[config.mk]
export PLATFORM = sky130hd
export DESIGN_NAME = product_accumulator
export DESIGN_NICKNAME = d
export VERILOG_FILES = /design/src/rtl/product_accumulator.sv
export SDC_FILE = /design/constraint.sdc
export NUM_CORES = 1
export LEC_CHECK = 0
export ABC_AREA = 1
export ABC_CLOCK_PERIOD_IN_PS = 4790
export CAP_MARGIN = 10
export CORE_ASPECT_RATIO = 1.75
export CORE_MARGIN = 2
export CORE_UTILIZATION = 55
export CTS_BUF_LIST = sky130_fd_sc_hd__clkbuf_16
export DETAILED_ROUTE_END_ITERATION = 7
export GPL_TIMING_DRIVEN = 1
export MAX_ROUTING_LAYER = met4
export PLACE_DENSITY = 0.85
export SETUP_SLACK_MARGIN = 0.3
export SLEW_MARGIN = 20
export SYNTH_ARGS = -nofsm -noshare
export SYNTH_HDL_FRONTEND = slang
export SYNTH_SLANG_ARGS = --single-unit
[constraint.sdc]
create_clock -name clk -period 4.79 [get_ports clk]
set_clock_uncertainty 0.1 [all_clocks]
set_input_delay 0.958 -clock clk [delete_from_list [all_inputs] [get_ports clk]]
set_output_delay 0.958 -clock clk [all_outputs]
set_load 0.005 [all_outputs]
[src/rtl/product_accumulator.sv]
// product_accumulator: sums the unsigned product stream from param_multiplier
// into one dot-product result per frame and presents it on a valid/ready port.
// A frame ends on in_last or on the LEN-th accepted product.
module product_accumulator #(
    parameter int WIDTH     = 8,
    parameter int LEN       = 4,
    parameter int ACC_WIDTH = 18,
    localparam int CW       = $clog2(LEN + 1)
) (
    input  logic                 clk,
    input  logic                 rst_n,
    input  logic                 clear,
    input  logic                 in_valid,
    output logic                 in_ready,
    input  logic [2*WIDTH-1:0]   in_product,
    input  logic                 in_last,
    output logic                 out_valid,
    input  logic                 out_ready,
    output logic [ACC_WIDTH-1:0] out_sum,
    output logic [CW-1:0]        out_count,
    output logic                 out_overflow
);

    typedef enum logic [1:0] {IDLE, ACCUM, HOLD} state_t;

    state_t               state, state_n;
    logic [ACC_WIDTH-1:0] acc;
    logic [CW-1:0]        count;
    logic                 ovf;
    logic                 in_xfer, out_xfer, frame_end;
    logic [ACC_WIDTH:0]   sum_w;

    // Handshake decode; the extra top bit of sum_w is the carry-out of the add.
    always_comb begin
        in_ready  = rst_n && (state != HOLD);
        out_valid = (state == HOLD);
        in_xfer   = in_valid && in_ready;
        out_xfer  = out_valid && out_ready;
        frame_end = in_xfer && (in_last || (count == CW'(LEN - 1)));
        sum_w     = {1'b0, acc} + (ACC_WIDTH + 1)'(in_product);
    end

    // Result outputs are forced to zero whenever no result is presented.
    always_comb begin
        out_sum      = out_valid ? acc   : '0;
        out_count    = out_valid ? count : '0;
        out_overflow = out_valid && ovf;
    end

    // State register.
    always_ff @(posedge clk or negedge rst_n) begin
        if (!rst_n) state <= IDLE;
        else        state <= state_n;
    end

    // Next-state logic; clear overrides every handshake.
    always_comb begin
        state_n = state;
        case (state)
            IDLE, ACCUM: if (in_xfer) state_n = frame_end ? HOLD : ACCUM;
            HOLD:        if (out_xfer) state_n = IDLE;
            default:     state_n = IDLE;
        endcase
        if (clear) state_n = IDLE;
    end

    // Accumulator, beat counter and sticky overflow; reset at frame hand-off.
    always_ff @(posedge clk or negedge rst_n) begin
        if (!rst_n) begin
            acc   <= '0;
            count <= '0;
            ovf   <= 1'b0;
        end else if (clear || out_xfer) begin
            acc   <= '0;
            count <= '0;
            ovf   <= 1'b0;
        end else if (in_xfer) begin
            acc   <= sum_w[ACC_WIDTH-1:0];
            count <= count + CW'(1);
            ovf   <= ovf | sum_w[ACC_WIDTH];
        end
    end

endmodule

==> results.sh <==
export IMPL_status="finished clean"
export IMPL_multiInputGateArea_um2=1220
export IMPL_cts_tree="yes"
export IMPL_synth_top_cell_area_share_pct=29.4
export IMPL_grt_max_degree=25
export IMPL_clk_pin_slew_worst_paths_ns=0.06
export IMPL_startpoint_type="primary input"
export IMPL_grt_pass1_wl_um=9010
export IMPL_postCtsHoldBufs=0
export IMPL_grt_pass1_vias=2167
export IMPL_worstMarginPinSlew_ns=0.469
export IMPL_drv_cap=0
export IMPL_busiest_layer="met2"
export IMPL_period_minus_slack_ns=3.27
export IMPL_combPwrFrac_pct=28.9
export IMPL_clock_latency_ns=0.26
export IMPL_clock_sinks=24
export IMPL_post_cts_setup_buffers=0
export IMPL_synth_top_cell_by_area="dfrtp_1"
export IMPL_h_tree_depth=1
export IMPL_met1_usage_pct=28.7
export IMPL_arrival_ns=2.22
export IMPL_synth_cell_area_um2=2050
export IMPL_nFillCells=296
export IMPL_avgViaCountPerCell=5.25
export IMPL_routedWlPerCell_um=13.1
export IMPL_netlist_top_cells_count="85 x nand2_1, 49 x inv_1, 46 x nor2_1"
export IMPL_initial_core_util_pct=56.9
export IMPL_ys_flop_type="dfrtp_1"
export IMPL_gr_usage_met3_pct=2.67
export IMPL_p_int_uw=392
export IMPL_ys_types=29
export IMPL_path_class="in2out"
export IMPL_grtUsageMet2_pct=52.3
export IMPL_die_area_um2=4240
export IMPL_overflow=0
export IMPL_ys_warn_count=0
export IMPL_power_frac_seq_pct=38.6
export IMPL_diodes=0
export IMPL_hold_class="reg2reg"
export IMPL_relSlewSlack_pct=68.7
export IMPL_synth_area_per_cell_um2=6.54
export IMPL_post_route_drc_count=0
export IMPL_period_share_pct=68.3
export IMPL_cts_buffers=3
export IMPL_vias=2126
export IMPL_ios=46
export IMPL_syn_nets=354
export IMPL_crit_fanout=2
export IMPL_grt_usage_pct=27.8
export IMPL_synthTopCellsByArea="dfrtp_1 29%, nand2_1 16%, ha_1 11%"
export IMPL_power_density_nw_per_um2=221
export IMPL_slew_violations=0
export IMPL_rows=29
export IMPL_grt_antenna_before_repair=0
export IMPL_place_congestion=0.893
export IMPL_drive_gt1_share_pct=4.18
export IMPL_pwr_share_clk_pct=32.5
export IMPL_rsz0062_at_grt="false"
export IMPL_cts_max_path_buffers=2
export IMPL_drtIter0Drc=46
export IMPL_hold_viol_final=0
export IMPL_fin_nets=401
export IMPL_swShare_pct=32.2
export IMPL_synth_seq_area_share_pct=29.4
export IMPL_setup_slack_ns=1.52
export IMPL_syn_inst=313
export IMPL_place_ws_ns=1.50
export IMPL_p_sw_uw=186
export IMPL_synth_edf_count=0
export IMPL_async_reset_ff_share_pct=100
export IMPL_postRouteAntennaNets=0
export IMPL_die_w_um=50.1
export IMPL_setup_tns_ns=0
export IMPL_peakVddDrop_mv=0.200
export IMPL_root_buffer="clkbuf_16"
export IMPL_dp_final_hpwl_um=4040
export IMPL_postLayoutCoreUtil_pct=72.8
export IMPL_required_ns=3.73
export IMPL_power_leakage_nw=1.29
export IMPL_max_clock_freq_ghz=0.305
export IMPL_worst_setup_path_end_kind="primary output"
export IMPL_ys_ff_latch=24
export IMPL_routed_wl_um=5290
export IMPL_drt_pass1_iter_count=4
export IMPL_final_seq_area_um2=601
export IMPL_core_um2=3590
export IMPL_portBuffers=45
export IMPL_setup_violations_final=0
export IMPL_post_cts_resized=0
export IMPL_yosysMostFrequentCell="nand2_1"
export IMPL_die_h_um=84.7
export IMPL_syn2layout_area_growth_pct=27.9
-- cell families after synthesis --
kind of cell,synth area share (%)
simple gates,34.2
buf+inv,10.9
compound gates,13.2
flops,29.4
fa+ha+maj,12.0
xor+xnor,0.428
-- registers in the layout, indices dropped and copies added (netlist names) --
signal,flops
state,2
acc,18
ovf,1
count,3
-- through the flow --
step / std cells / cell area [um^2] / hold WS (ns) / total power, mW
after floorplan: 313 / 2050 / 0.350 / 0.335
after global placement: 401 / 2540 / 0.372 / 0.389
after detailed placement: 401 / 2540 / 0.377 / 0.393
after CTS: 405 / 2620 / 0.386 / 0.579
after global routing: 405 / 2620 / 0.418 / 0.610
final: 405 / 2620 / 0.396 / 0.578
-- power groups by stage --
stage	combinational, mW	sequential [mW]	clock, mW
2_1_floorplan	0.111	0.224	0
6_report	0.167	0.223	0.188
3_3_place_gp	0.163	0.226	0
5_1_grt	0.190	0.225	0.195
4_1_cts	0.167	0.223	0.189
3_5_place_dp	0.166	0.227	0
-- cell type report --
| type | instances | area share [%] |
|---|---|---|
| Inverter | 53 | 7.60 |
| Multi-Input combinational cell | 232 | 46.7 |
| Clock inverter | 1 | 0.143 |
| Clock buffer | 3 | 2.87 |
| Tap cell | 46 | 2.20 |
| Timing Repair Buffer | 46 | 17.5 |
| Sequential cell | 24 | 23.0 |
-- critical path, stage by stage --
cell,delay [ns]
clkdlybuf4s50_1,0.54
inv_1,0.10
nor2_1,0.11
clkdlybuf4s50_1,0.50
-- layer usage --
| metal | routed length (um) | vias up | part of all wire, % |
|---|---|---|---|
| li1 | - | 1085 | - |
| met1 | 2160 | 976 | 41 |
| met2 | 2830 | 56 | 53 |
| met3 | 193 | 9 | 3.7 |
| met4 | 105 | 0 | 2.0 |
| met5 | 0 | - | 0 |
-- placed cells by master, fill, tap and decap left out --
master            n
nand2_4           1
nor3_1            3
o21ai_0          18
a21oi_1          18
o22ai_1           3
o21ai_1           6
nor3b_4           1
clkdlybuf4s50_1  45
or2_2             2
o32ai_1           1
nor2_4            2
nand4_1           2
and2_1            1
o21bai_1          1
nand2_1          85
and3_1            1
ha_1             18
nor2_1           46
nand3b_1          3
inv_2             4
clkinv_1          1
xor2_1            1
a21o_1            1
dfrtp_1          24
fa_1              1
buf_4             1
clkbuf_16         3
inv_1            49
o21ai_4           1
nand3_1          16
-- final timing paths --
check	from	cells after the start	slack, ns	end
max	rst_n	4	1.52	in_ready
max in group asynchronous	rst_n	2	3.24	acc[3]
max reg2reg	acc[0]	12	2.66	acc[16]
min reg2reg	state[1]	1	0.40	state[0]
min in group asynchronous	rst_n	2	1.09	acc[2]
min	state[1]	1	0.40	state[0]
Power figures use the tool's default switching activity.
